`src/rtl/calc_pkg.sv`:
```
// calc_pkg -- constants shared by the calculator display path.
//   SEG_BLANK / AN_OFF : all segments dark / all digits disabled (active-low)
//   HEX_FONT           : 16-entry active-low font, {dp,g,f,e,d,c,b,a}, dp off
//   digit_t / DIG_*    : scan position of each display digit
package calc_pkg;

    localparam logic [7:0] SEG_BLANK = 8'hFF;
    localparam logic [3:0] AN_OFF    = 4'hF;

    // Index n holds the glyph for hex digit n (entry 0 is the rightmost literal).
    localparam logic [15:0][7:0] HEX_FONT = {
        8'h8E, 8'h86, 8'hA1, 8'hC6, 8'h83, 8'h88, 8'h90, 8'h80,
        8'hF8, 8'h82, 8'h92, 8'h99, 8'hB0, 8'hA4, 8'hF9, 8'hC0
    };

    localparam int DIGIT_W = 2;
    typedef logic [DIGIT_W-1:0] digit_t;

    localparam digit_t DIG_LOW  = 2'd0;
    localparam digit_t DIG_HIGH = 2'd1;
    localparam digit_t DIG_GAP  = 2'd2;
    localparam digit_t DIG_FUNC = 2'd3;

endpackage

```
`src/rtl/seg_hex_dec.sv`:
```
// seg_hex_dec -- combinational hex-digit to 7-segment glyph lookup.
//   nibble_i : 4-bit value to display
//   seg_o    : active-low segments {dp,g,f,e,d,c,b,a}, dp always off
module seg_hex_dec
    import calc_pkg::*;
(
    input  logic [3:0] nibble_i,
    output logic [7:0] seg_o
);

    assign seg_o = HEX_FONT[nibble_i];

endmodule

```
`src/rtl/seg_scan_disp.sv`:
```
// seg_scan_disp -- 4-digit multiplexed common-anode display driver for the
// calculator result. digit3 = function code, digit2 = blank, digit1 = high
// nibble, digit0 = low nibble.
//   clk        : system clock, rising edge
//   rst_n      : asynchronous active-low reset
//   res_valid  : one-cycle strobe qualifying res_high/res_low/func_code
//   res_high   : result high nibble
//   res_low    : result low nibble
//   func_code  : operation code, shown as hex 0-7
//   disp_clr   : blank the display until the next res_valid
//   seg        : active-low segments {dp,g,f,e,d,c,b,a}, registered
//   an         : active-low one-hot digit enables, registered
//   disp_vld   : a captured result is on display
module seg_scan_disp
    import calc_pkg::*;
#(
    parameter int unsigned SCAN_DIV = 50000
) (
    input  logic       clk,
    input  logic       rst_n,
    input  logic       res_valid,
    input  logic [3:0] res_high,
    input  logic [3:0] res_low,
    input  logic [2:0] func_code,
    input  logic       disp_clr,
    output logic [7:0] seg,
    output logic [3:0] an,
    output logic       disp_vld
);

    localparam int CNT_W = (SCAN_DIV > 1) ? $clog2(SCAN_DIV) : 1;
    localparam logic [CNT_W-1:0] CNT_LAST = CNT_W'(SCAN_DIV - 1);

    logic [CNT_W-1:0] cnt_q, cnt_d;
    digit_t           idx_q, idx_d;
    logic [3:0]       an_q, an_d;
    logic [7:0]       seg_q, seg_d;
    logic             vld_q, vld_d;
    logic [3:0]       hi_q, hi_d;
    logic [3:0]       lo_q, lo_d;
    logic [2:0]       func_q, func_d;

    logic             slot_end;
    logic [3:0]       lit_n;
    logic [3:0]       nib_sel;
    logic [7:0]       font_w;

    // Active-low enable pattern for the digit currently addressed by idx_q.
    for (genvar gi = 0; gi < 4; gi++) begin : g_an_dec
        assign lit_n[gi] = (idx_q != digit_t'(gi));
    end

    always_comb begin
        nib_sel = 4'h0;
        case (idx_q)
            DIG_LOW:  nib_sel = lo_q;
            DIG_HIGH: nib_sel = hi_q;
            DIG_FUNC: nib_sel = {1'b0, func_q};
            default:  nib_sel = 4'h0;
        endcase
    end

    seg_hex_dec u_hex_dec (
        .nibble_i (nib_sel),
        .seg_o    (font_w)
    );

    always_comb begin
        slot_end = (cnt_q == CNT_LAST);
        cnt_d    = slot_end ? '0 : cnt_q + CNT_W'(1);
        idx_d    = slot_end ? idx_q + digit_t'(1) : idx_q;

        // Last cycle of each slot is dark so the next digit never shows a
        // stale glyph while the anodes switch.
        an_d = slot_end ? AN_OFF : lit_n;

        // Glyph follows the registered data, so a capture shows up on the
        // very next edge without waiting for a slot boundary.
        if (an_d == AN_OFF || !vld_q || idx_q == DIG_GAP) begin
            seg_d = SEG_BLANK;
        end else begin
            seg_d = font_w;
        end

        hi_d   = hi_q;
        lo_d   = lo_q;
        func_d = func_q;
        vld_d  = vld_q;
        if (res_valid) begin
            hi_d   = res_high;
            lo_d   = res_low;
            func_d = func_code;
            vld_d  = 1'b1;
        end else if (disp_clr) begin
            vld_d  = 1'b0;
        end
    end

    always_ff @(posedge clk or negedge rst_n) begin
        if (!rst_n) begin
            cnt_q  <= '0;
            idx_q  <= DIG_LOW;
            an_q   <= AN_OFF;
            seg_q  <= SEG_BLANK;
            vld_q  <= 1'b0;
            hi_q   <= 4'h0;
            lo_q   <= 4'h0;
            func_q <= 3'h0;
        end else begin
            cnt_q  <= cnt_d;
            idx_q  <= idx_d;
            an_q   <= an_d;
            seg_q  <= seg_d;
            vld_q  <= vld_d;
            hi_q   <= hi_d;
            lo_q   <= lo_d;
            func_q <= func_d;
        end
    end

    assign seg      = seg_q;
    assign an       = an_q;
    assign disp_vld = vld_q;

endmodule

```
`config.mk`:
```
export PLATFORM = sky130hd
export DESIGN_NAME = seg_scan_disp
export DESIGN_NICKNAME = d
export VERILOG_FILES = /design/src/rtl/calc_pkg.sv /design/src/rtl/seg_hex_dec.sv /design/src/rtl/seg_scan_disp.sv
export SDC_FILE = /design/constraint.sdc
export NUM_CORES = 1
export LEC_CHECK = 0
export BUFFER_PORTS_ARGS = -buffer_cell sky130_fd_sc_hd__buf_2
export CAP_MARGIN = 20
export CORE_ASPECT_RATIO = 1.75
export CORE_MARGIN = 2
export CORE_UTILIZATION = 25
export DETAILED_ROUTE_END_ITERATION = 12
export SLEW_MARGIN = 40
export SYNTH_ARGS = -nofsm -noshare
export SYNTH_HDL_FRONTEND = slang
export SYNTH_HIERARCHICAL = 1
export SYNTH_SLANG_ARGS = --single-unit
export TNS_END_PERCENT = 30
```
`constraint.sdc`:
```
create_clock -name clk -period 5.8 [get_ports clk]
set_input_delay 1.16 -clock clk [delete_from_list [all_inputs] [get_ports clk]]
set_output_delay 1.16 -clock clk [all_outputs]
set_load 0.01 [all_outputs]
```
# --- Word level (Yosys, flattened, before mapping) ---
# Memories as Yosys holds them, arrays and structs flattened.
# Index checks and enable logic that the tools add are counted.
totals:
  mem_count: 1
  output_inout_bits: 13
  mem_bits_ro: 128
  word_cells: 33
  input_bits: 15
  regBits: 42
op_classes:
  mux: 7
  add_sub_neg: 2
  n_reduce_logical: 6
  n_eq_ne: 8
  magnitude_cmp: 1
memory_table:
  columns: ["name", "depth", "word_bits", "read_ports", "rd_clocked_by_memory_dff", "write_ports", "line", "text"]
  rows:
  - ["(no name shown)", 16, 8, 1, 0, 0, "seg_hex_dec.sv:11", "assign seg_o = HEX_FONT[nibble_i];"]
op_table:
  columns: ["operator", "n"]
  rows:
  - ["16-bit by 1-bit adder with 16-bit output (second input constant)", 1]
  - ["16-bit == test (second input constant)", 1]
  - ["16-bit two-way mux", 1]
  - ["8-bit two-way mux", 2]
  - ["4-bit case mux with 3 select lines", 1]
  - ["4-bit by 5-bit < comparator with 1-bit output (second input constant)", 1]
  - ["2-bit == test (second input constant)", 2]
  - ["4-bit == test (second input constant)", 1]
  - ["4-bit two-way mux", 1]
  - ["2-bit != test (second input constant)", 2]
  - ["2-bit nonzero test", 2]
  - ["2-bit by 1-bit adder with 2-bit output (second input constant)", 1]
  - ["2-bit by 1-bit == test with 1-bit output (second input constant)", 1]
  - ["2-bit zero test", 1]
  - ["1-bit logical OR", 2]
  - ["1-bit two-way mux", 2]
  - ["2-bit by 1-bit != test with 1-bit output (second input constant)", 1]
  - ["1-bit zero test", 1]

# --- Longest topological paths before layout ---
# Gate-level depths: netlist of the first run.
logic_depth:
  ltp_word: 6
  depth_mapped: 10
  depth_no_buf: 10

# --- Hierarchy ---
# Netlist of the first run, hierarchy kept.
modules_own_cells:
  columns: ["mod", "area_each_um2", "seq_area_each_um2", "cells_each", "instances"]
  rows:
  - ["seg_scan_disp", 1790.5, 1066.0, 145, 1]
  - ["seg_hex_dec", 286.5, 0.0, 34, 1]

# --- Worst setup path after synthesis of the first run ---
# OpenSTA, ideal clock, no wires.
synth_path:
  path_kind: "register to register"
  start: "register idx_q[0]"
  end: "register seg_q[3] (netlist: seg[3])"
  setup_ps: 82
  path_buffers: 0
  arrival_time_ps: 2254
  slack_ps: 3464
  path_stages_with_launch: 10
  period_less_slack_ps: 2336
  required_ps: 5718
  cell_sequence: "dfrtp_1 inv_1 ha_1 a222oi_1 nor2_1 inv_1 ha_1 inv_1 mux4_1 or2_1"
synth_between:
  word_cells_on_any_way: 16
  classes_between: "7 x eq/ne; 4 x mux; 4 x reduce/logical; 1 x memory"
synth_rtl:
  columns: ["item", "line", "text"]
  rows:
  - ["start: declaration", "seg_scan_disp.sv:35", "digit_t idx_q, idx_d;"]
  - ["start signal: assignment", "seg_scan_disp.sv:111", "idx_q <= idx_d;"]
  - ["2-bit == test (tied with other cells)", "seg_scan_disp.sv:55", "case (idx_q)"]
  - ["4-bit case mux with 3 select lines (*)", "seg_scan_disp.sv:55", null]
  - ["net nib_sel[0]", "seg_scan_disp.sv:45", "logic [3:0] nib_sel;"]
  - ["memory read 16 x 8 bit (*)", null, null]
  - ["8-bit two-way mux (implied by the code) (*)", "seg_hex_dec.sv:11", null]
  - ["net font_w[3]", "seg_scan_disp.sv:46", "logic [7:0] font_w;"]
  - ["8-bit two-way mux (*)", "seg_scan_disp.sv:79", "if (an_d == AN_OFF || !vld_q || idx_q == DIG_GAP) begin"]
  - ["net seg_d[3]", "seg_scan_disp.sv:37", "logic [7:0] seg_q, seg_d;"]
  - ["end signal: assignment", "seg_scan_disp.sv:113", "seg_q <= seg_d;"]
  - ["end: declaration", "seg_scan_disp.sv:37", null]
# Mark *: on every way through the listed nets, which the timed path passes. The rest lies on a longest branch. The select of a mux whose other input is x is not followed.
# A chain may end at the register's enable or synchronous reset.

# --- Worst setup path in the final report of the first run ---
# Ends and elaborated chain as after synthesis.

==> results of run 1 <==
==> routing by layer <==
layer	global-route usage, %	vias to the layer above	wire length [µm]
met2	16.5	24	2130
met5	0	-	0
met4	4.90	0	104
met1	10.3	656	1500
li1	-	678	-
met3	2.99	7	155
==> registers in the layout (all words and copies together), names as in the netlist <==
signal	count
disp_vld	1
seg	8
idx_q	2
an	4
hi_q	4
cnt_q	16
lo_q	4
func_q	3
==> per-stage QoR <==
step / utilization (%) / setup slack (ps) / instance area, µm²
3_3_place_gp: 28.0 / 3330 / 2290
4_1_cts: 29.7 / 3250 / 2440
2_1_floorplan: - / 3460 / 2080
3_5_place_dp: 28.0 / 3260 / 2300
6_report: 29.7 / 3260 / 2440
5_1_grt: 29.7 / 3000 / 2440
==> synthesized netlist by cell type (all sizes together), types with 2 or more instances <==
cell type / instances / area share [%]
dfrtp: 30 / 36
buf: 5 / 1.6
nand3: 3 / 0.72
xor2: 3 / 1.3
nand2: 13 / 2.3
nor2: 19 / 3.4
mux2i: 5 / 2.4
dfstp: 12 / 15
ha: 12 / 7.2
nand4: 5 / 1.8
a22o: 2 / 0.84
nor3: 3 / 0.72
a222oi: 3 / 1.4
and3: 2 / 0.60
o21ai: 4 / 0.96
inv: 8 / 1.4
or2: 8 / 2.4
mux2: 12 / 6.5
xnor2: 9 / 3.8
==> layout make-up <==
type / count / area, µm²
Fill cell: 825 / 5760
Sequential cell: 42 / 1070
Multi-Input combinational cell: 124 / 951
Timing Repair Buffer: 27 / 138
Clock buffer: 6 / 129
Tap cell: 92 / 115
Inverter: 8 / 30.0
Clock inverter: 2 / 10.0
==> worst max-delay path, stage by stage (launching register included) <==
cell	delay, ps
dfrtp_1	390
inv_1	120
ha_1	260
a222oi_1	120
nor2_1	350
inv_1	170
ha_1	310
inv_1	40
mux4_1	460
or2_1	230
==> power by group <==
part / switching, mW / total [mW] / internal (mW)
clock: 0.106 / 0.264 / 0.158
sequential: 0.00702 / 0.323 / 0.316
combinational: 0.0388 / 0.0760 / 0.0372
==> kinds of logic (layout without fill, tap and decap cells) <==
group	Yosys count	in the layout	synth area share (%)
AOI/OAI and AO/OA	16	16	5.84
muxes	18	18	10.2
xor gates and xnor gates	12	12	5.06
adders and majority gates	12	12	7.23
buffers and inverters	13	43	3.01
other	1	1	0.181
and+or+nand+nor	65	65	17.2
DFF	42	42	51.3
==> worst max-delay path by stage <==
stage / from / end / slack, ps / cells after the start
2_1_floorplan: idx_q[0] / seg[3] / 3460 / 9
3_3_place_gp: idx_q[0] / seg[3] / 3330 / 9
3_5_place_dp: idx_q[0] / seg[3] / 3260 / 9
4_1_cts: idx_q[0] / seg[3] / 3250 / 9
5_1_grt: idx_q[1] / seg[3] / 3000 / 9
6_report: idx_q[0] / seg[3] / 3260 / 9
==> run_results.csv, run 1 <==
group,metric,value,unit
clock_tree,clockRootBuffer,"clkbuf_16",
timing,finalSetupViolCount,0,
logic_synthesis,synth_cells,179,
cells_and_area,layout.cells.non_filler,301,
pwr,power_density,272,nW/µm²
floorplanning,num_rows,44,
global_route,grt_first_pass_wirelength,6.78,mm
timing,max_freq,0.394,GHz
logic_synthesis,synthArstFlopShare,100,%
placement,io_buffers,27,
pwr,p_leak,1.10,nW
timing,worst-slew-pin-transition,576,ps
drt,routed_via_density,4.53,
clock_tree,post_cts_buffers,0,
timing,hold_violations,0,
run,drv_cap,0,
drt,dr.pass1.iters,4,
setup_path,end_kind,"flop",
setup_path,path_class,"flop to flop",
status,status,"complete, no violations",
setup_path,setup.worst_path.start_class,"flop",
timing,fin_tns_setup,0,ps
placement,dp_hpwl,2.94,mm
cells_and_area,layout_commonest_cell,"dfrtp_1",
min_path,holdPathEnd,"cnt_q[14]",
logic_synthesis,yosysWarnings,6,
global_route,overflow,0,
min_path,worstHoldStart,"cnt_q[14]",
setup_path,cp_data_arrival_time,2750,ps
min_path,whs_path_depth,1,
cells_and_area,drive_gt1_share,30.1,%
timing,holdWs,500,ps
clock_tree,cts-buffers-inserted,5,
floorplanning,die_x,72.9,µm
floorplanning,dieArea,9080,µm²
timing,finClkSkew,4.26,ps
drt,ant_nets,0,
logic_synthesis,ys_types,45,
pwr,p_total,0.663,mW
logic_synthesis,ys_ff_latch,42,
placement,placedCellCount,293,
global_route,grt_max_degree,43,
global_route,antenna_found_initial,0,
floorplanning,die-height,125,µm
setup_path,required,6010,ps
timing,slew_headroom,61.5,%
floorplanning,initial_core_util,25.3,%
drt,drc,0,
clock_tree,clockBufferDepth,2,
cells_and_area,area_delta_synth_final,17.4,%
clock_tree,clock_latency,280,ps
drt,drt_iter0_drc,100,
clock_tree,cts_hold_buffers,0,
placement,gp_congestion,0.801,
cells_and_area,antenna_cells,0,
cells_and_area,layout_common_cells,"30 x dfrtp_1, 26 x buf_2, 18 x nor2_1",
clock_tree,cts.repair.resized,0,
clock_tree,tritoncts,"yes",
clock_tree,clkSlewWorstSetupHoldPaths,60,ps
pwr,irDropWorstVdd,0.110,mV
setup_path,worstRegToRegCells,9,
logic_synthesis,ys_seq_area_share,51.3,%
setup_path,crit_fanout,7,
logic_synthesis,netlist_area,2080,µm²
global_route,grt_pass1_vias,1400,
global_route,grt.total_usage,9.65,%
floorplanning,coreArea,8200,µm²
clock_tree,clock_sinks,42,
setup_path,worstReg2RegEnd,"seg[3]",
logic_synthesis,syn_area_per_cell,11.6,µm²
min_path,hp-class,"flop to flop",
floorplanning,io_pins,28,
setup_path,r2r_setup_slack,3260,ps
logic_synthesis,synthFlopType,"dfrtp_1",
timing,drv_slew,0,
timing,min_period_over_period,43.7,%
timing,min_period,2540,ps
logic_synthesis,synthesis.nets,206,
setup_path,reg2reg_from,"idx_q[0]",
drt,wl_per_cell,12.9,µm
logic_synthesis,synth-edff-count,0,
drt,routed_wl,3.89,mm
drt,routed-via-count,1365,
cells_and_area,final_nets,235,
clock_tree,cts_max_level,2,
timing,grt_setup_unrepaired,"false",
Note: power is estimated with default switching activity, not from simulation.
==> run 2, diff against run 1 <==
ABC_AREA = 1   (was not set)
clock period = 2.1 ns   (was 5.8 ns; I/O delays follow)
==> run 2 against run 1 <==
- cell area is 12% higher
- clock skew grew 4.5 ps
- area after synthesis grew 9.2%
- clock power grew to 3.3 times the previous value
- global-route usage up 1.1 points
- largest power group is now the clock network
- clock-buffer cell count shrank 1
- core utilization rose by 0.86 points
- combinational power increased to 2.8 times the previous value
- largest cell class unchanged
- wire length is 22% higher
- sequential share of layout area is 4.7 points lower
- sequential power increased to 2.7 times the previous value
==> run_results.csv, run 2 <==
group,metric,value,unit
timing,finClkSkew,8.74,ps
clock_tree,clockBufferDepth,2,
floorplanning,coreArea,8920,µm²
clock_tree,clock_latency,290,ps
logic_synthesis,ys_seq_area_share,47.0,%
pwr,p_sw_share,23.7,%
logic_synthesis,ys_ff_latch,42,
timing,grt_setup_unrepaired,"false",
setup_path,setup.worst_path.start_class,"flop",
clock_tree,clockRootBuffer,"clkbuf_16",
floorplanning,die-height,130,µm
clock_tree,clkSlewWorstSetupHoldPaths,70,ps
setup_path,end_kind,"flop",
setup_path,path_class,"flop to flop",
clock_tree,cts-buffers-inserted,5,
timing,slew_headroom,63.9,%
logic_synthesis,synth_most_common_cell,"nand2_1",
pwr,power_frac_comb,10.6,%
status,status,"complete, no violations",
pwr,irDropWorstVdd,0.384,mV
logic_synthesis,synth_cells,285,
setup_path,crit_fanout,5,
global_route,grt_max_degree,34,
clock_tree,cts.repair.resized,0,
timing,min_period,1890,ps
pwr,power_density,724,nW/µm²
logic_synthesis,netlist.area_leader.share,33.1,%
clock_tree,cts_hold_buffers,0,
global_route,overflow,0,
min_path,hp-class,"input pin to asynchronous set/reset pin",
timing,drv_slew,0,
clock_tree,clock_sinks,42,
logic_synthesis,synthArstFlopShare,100,%
cells_and_area,antenna_cells,0,
drt,routed_via_density,4.15,
drt,routed_wl,4.76,mm
logic_synthesis,synth-edff-count,0,
pwr,p_seq_share,44.7,%
floorplanning,die_x,76.0,µm
global_route,grt_first_pass_wirelength,8.43,mm
timing,holdWs,64.3,ps
placement,io_buffers,27,
logic_synthesis,syn_area_per_cell,7.95,µm²
global_route,grt.total_usage,10.7,%
setup_path,required,2280,ps
cells_and_area,layout_commonest_cell,"nand2_1",
logic_synthesis,yosysWarnings,6,
run,drv_cap,0,
cells_and_area,layout_common_cells,"92 x nand2_1, 36 x inv_1, 30 x dfrtp_1",
drt,drt_iter0_drc,46,
setup_path,cp_data_arrival_time,2080,ps
timing,worst-slew-pin-transition,539,ps
drt,routed-via-count,1825,
cells_and_area,largest_register_ffs,16,
cells_and_area,drive_gt1_share,22.8,%
clock_tree,cts_max_level,2,
timing,hold_violations,0,
cells_and_area,area_delta_synth_final,20.4,%
timing,min_period_over_period,90.2,%
pwr,internal_power,1.51,mW
clock_tree,tritoncts,"yes",
pwr,pwr-share-clk,44.8,%
timing,fin_tns_setup,0,ps
drt,drc,0,
placement,gp_congestion,0.915,
global_route,grt_pass1_vias,1956,
floorplanning,num_rows,46,
logic_synthesis,yosys.area.top_type,"dfrtp_1",
placement,dp_hpwl,3.78,mm
logic_synthesis,ys_top_cells_by_area,"dfrtp_1 33%, nand2_1 15%, dfstp_2 14%, ha_1 6.6%, inv_1 6.3%",
logic_synthesis,synthFlopType,"dfrtp_1",
drt,ant_nets,0,
cells_and_area,regMostFlops,"cnt_q",
pwr,p_leak,1.42,nW
timing,finalSetupViolCount,0,
drt,wl_per_cell,10.8,µm
logic_synthesis,netlist_area,2270,µm²
floorplanning,initial_core_util,25.4,%
logic_synthesis,yosys-top-cells-count,"92 x nand2_1, 38 x inv_1, 30 x dfrtp_1",
logic_synthesis,synthesis.nets,312,
floorplanning,dieArea,9880,µm²
pwr,p_sw,0.469,mW
clock_tree,post_cts_buffers,0,
drt,dr.pass1.iters,4,
timing,max_freq,0.528,GHz
logic_synthesis,ys_types,27,
floorplanning,io_pins,28,
cells_and_area,final_nets,346,
global_route,antenna_found_initial,0,
run 2: cell count changes after synthesis, moves of 6 or more:
| cell | delta |
|---|---|
| inv_1 | +30 |
| xnor2_1 | -9 |
| mux2_2 | -12 |
| or2_1 | -8 |
| xor2_1 | +6 |
| nand2_1 | +79 |
| nand3_1 | +25 |
run 2: critical path: stages, from the launching register on:
cell	delay [ps]
dfrtp_1	400
inv_1	130
ha_1	230
nand2_1	70
nand3_1	90
nand2_1	50
inv_1	150
inv_2	90
ha_1	310
nand3_1	80
nand2_1	60
inv_1	50
nand3_1	80
run 2: logic make-up after synthesis:
family / synth area share [%]
adder cells (fa/ha/maj): 6.62
other: 0.165
XOR/XNOR: 3.48
flip-flops: 47.0
AO/OA/AOI/OAI: 4.80
buffers and inverters: 8.94
AND/OR/NAND/NOR: 29.0
run 2: worst paths after layout:
check	from	to	slack [ps]	cells past startpoint
worst min-delay path	rst_n	cnt_q[8]	60	1
min in group clk	disp_clr	disp_vld	320	2
worst min register to register	hi_q[2]	hi_q[2]	470	2
worst max-delay path	idx_q[1]	seg[1]	210	12
max in group asynchronous	rst_n	seg[7]	1490	2
worst max register to register	idx_q[1]	seg[1]	210	12
run 2: through the flow:
step / util, % / worst slack (ps) / total power [mW] / area, µm² / instances
after floorplan: - / 331 / 1.02 / 2270 / 285
after detailed placement: 28.6 / 139 / 1.11 / 2550 / 432
after CTS: 30.5 / 128 / 2.01 / 2720 / 440
after global placement: 28.6 / 234 / 1.11 / 2550 / 432
final: 30.6 / 206 / 1.97 / 2730 / 440
after global routing: 30.6 / 3.60 / 2.08 / 2730 / 440
run 2: final cells by class:
| cell class | count | area (µm²) |
|---|---|---|
| clock buffers | 5 | 125 |
| clock inverters | 3 | 43.8 |
| fillers | 993 | 6190 |
| inverters | 41 | 160 |
| multi-input cells | 196 | 1000 |
| flip-flops and latches | 42 | 1070 |
| well taps | 120 | 150 |
| repair buffers | 33 | 183 |
run 2: layer usage:
layer / global-route usage [%] / up-vias / part of all wire [%]
met4: 6.52 / 0 / 2.9
met2: 22.1 / 22 / 59
met3: 1.52 / 10 / 1.8
met1: 9.79 / 856 / 36
li1: - / 937 / -
met5: 0 / - / 0
run 2: power groups by stage:
stage / Combinational [mW] / Sequential, mW / Clock (mW)
after floorplan: 0.118 / 0.906 / 0
after global placement: 0.208 / 0.898 / 0
after detailed placement: 0.211 / 0.898 / 0
after CTS: 0.212 / 0.884 / 0.919
after global routing: 0.247 / 0.888 / 0.943
final: 0.209 / 0.882 / 0.884
==> run 3, diff against run 2 <==
CORE_ASPECT_RATIO = not set   (was 1.75)
==> run 3 against run 2 <==
- non-clock buffer count shrank 1
- register-to-register slack about the same
- cell area is 2.4% lower
- wire length shrank 6.7%
- worst hold slack better by 17 ps
- clock power down 28%
- critical path depth up 1
- via count decreased by 4.3%
- die area is 0.30% lower
- total power shrank 13%
- sequential share of layout area increased by 0.97 points
- largest cell class unchanged
==> run_results.csv, run 3 (synthesis results as in run 2) <==
group,metric,value,unit
placement,dp_worst_setup_slack,173,ps
timing,min_period,1910,ps
drt,routed_wl,4.44,mm
pwr,p_leak,1.39,nW
drt,drc,0,
clock_tree,tritoncts,"yes",
pwr,irDropWorstVdd,0.268,mV
placement,gp_congestion,0.924,
setup_path,setup.worst_path.start_class,"flop",
clock_tree,clock_sinks,42,
pwr,pwr-share-clk,36.9,%
global_route,overflow,0,
timing,drv_slew,0,
setup_path,crit_family,"adder cells",
placement,io_buffers,27,
timing,max_freq,0.525,GHz
timing,slew_headroom,64.2,%
pwr,internal_power,1.30,mW
drt,dr.pass1.iters,4,
drt,routed-via-count,1746,
floorplanning,num_rows,34,
clock_tree,clockBufferDepth,2,
floorplanning,dieArea,9850,µm²
cells_and_area,largest_register_ffs,16,
floorplanning,coreArea,8760,µm²
global_route,grt_max_degree,43,
min_path,hp-class,"input pin to asynchronous set/reset pin",
timing,fin_ws,194,ps
timing,hold_violations,0,
timing,fin_tns_setup,0,ps
floorplanning,die-height,99.2,µm
drt,drt_iter0_drc,36,
setup_path,cpMaxStageDelayCell,"dfrtp_1",
drt,wl_per_cell,10.4,µm
cells_and_area,layout_common_cells,"92 x nand2_1, 37 x inv_1, 30 x dfrtp_1",
timing,min_period_over_period,90.8,%
global_route,grt_first_pass_wirelength,7.84,mm
cells_and_area,area_delta_synth_final,17.4,%
clock_tree,clockRootBuffer,"clkbuf_8",
cells_and_area,layout_commonest_cell,"nand2_1",
setup_path,path_cells,"inv_1 > ha_2 > nand2_1 > nand3_1 > nand2_1 > inv_1 > inv_1 > ha_1 > nand2_1 > nand3_1 > nand2_1 > inv_1 > nand3_1",
floorplanning,initial_core_util,25.9,%
clock_tree,clock_latency,300,ps
timing,grt_setup_unrepaired,"false",
clock_tree,clkSlewWorstSetupHoldPaths,80,ps
floorplanning,die_x,99.2,µm
pwr,p_sw_share,24.7,%
setup_path,cp_data_arrival_time,2120,ps
setup_path,cp.buffers_inverters,4,
drt,routed_via_density,4.09,
setup_path,worstRegToRegCells,13,
cells_and_area,regMostFlops,"cnt_q",
clock_tree,cts_max_level,2,
setup_path,cp.depth,13,
timing,worst-slew-pin-transition,535,ps
pwr,power_density,647,nW/µm²
setup_path,required,2310,ps
clock_tree,post_cts_buffers,0,
timing,finClkSkew,5.64,ps
pwr,p_sw,0.426,mW
cells_and_area,fillers,963,
setup_path,path_class,"flop to flop",
floorplanning,io_pins,28,
placement,dp_hpwl,3.37,mm
timing,finalSetupViolCount,0,
run,drv_cap,0,
pwr,power_frac_comb,12.0,%
setup_path,end_kind,"flop",
drt,ant_nets,0,
cells_and_area,antenna_cells,0,
global_route,grt_pass1_vias,1718,
clock_tree,cts-buffers-inserted,5,
global_route,antenna_found_initial,0,
setup_path,crit_fanout,5,
cells_and_area,final_nets,345,
status,status,"complete, no violations",
pwr,p_seq_share,51.1,%
setup_path,cp_slowest_stage_delay,410,ps
global_route,grt.total_usage,9.99,%
cells_and_area,drive_gt1_share,22.6,%
[run 3: cell types whose count changed in the layout (fill, tap and decap cells not counted), moves of 2 or more]
cell,before,now
ha_2,1,3
ha_1,11,9
buf_4,7,4
clkbuf_16,5,0
clkbuf_8,0,5
[run 3: layer usage]
layer	share of wire (%)	track usage (%)
met1	52	14.0
met2	41	14.5
met3	4.5	2.53
met4	2.1	4.43
met5	0	0
[run 3: area by class of cell]
type                            count  area [µm²]  area share, %
Sequential cell                    42        1070           40.0
Multi-Input combinational cell    196        1010           37.8
Timing Repair Buffer               32         185           6.95
Inverter                           41         160           6.02
Tap cell                          108         135           5.08
Clock buffer                        6        72.6           2.73
Clock inverter                      2        37.5           1.41
[run 3: stage by stage]
step	cell area (µm²)	total power, mW	cells	hold WS [ps]	utilization, %
final	2660	1.72	427	81.0	30.4
after global routing	2660	1.82	427	80.5	30.4
after CTS	2660	1.76	427	78.3	30.3
after detailed placement	2540	1.11	419	415	29.0
after global placement	2540	1.10	419	410	29.0
after floorplan	2270	1.02	285	124	-
[run 3: power groups by stage]
| stage | Combinational, mW | Clock [mW] | Sequential, mW |
|---|---|---|---|
| after floorplan | 0.118 | 0 | 0.906 |
| after global placement | 0.208 | 0 | 0.896 |
| after detailed placement | 0.209 | 0 | 0.897 |
| after CTS | 0.209 | 0.669 | 0.882 |
| after global routing | 0.240 | 0.695 | 0.885 |
| final | 0.206 | 0.636 | 0.881 |
[run 3: worst paths after layout]
path,end,start,slack (ps)
max,seg[3],idx_q[1],190
min,idx_q[1],rst_n,80
max reg2reg,seg[3],idx_q[1],190
min reg2reg,hi_q[2],hi_q[2],490
max in group asynchronous,seg[1],rst_n,1760
min in group clk,func_q[0],func_code[0],320
[run 3: what timing repair did]
item / CTS / global route
hold buffers: 0 / 0
setup endpoints to repair: 0 / 5
gates resized for setup: 0 / 4
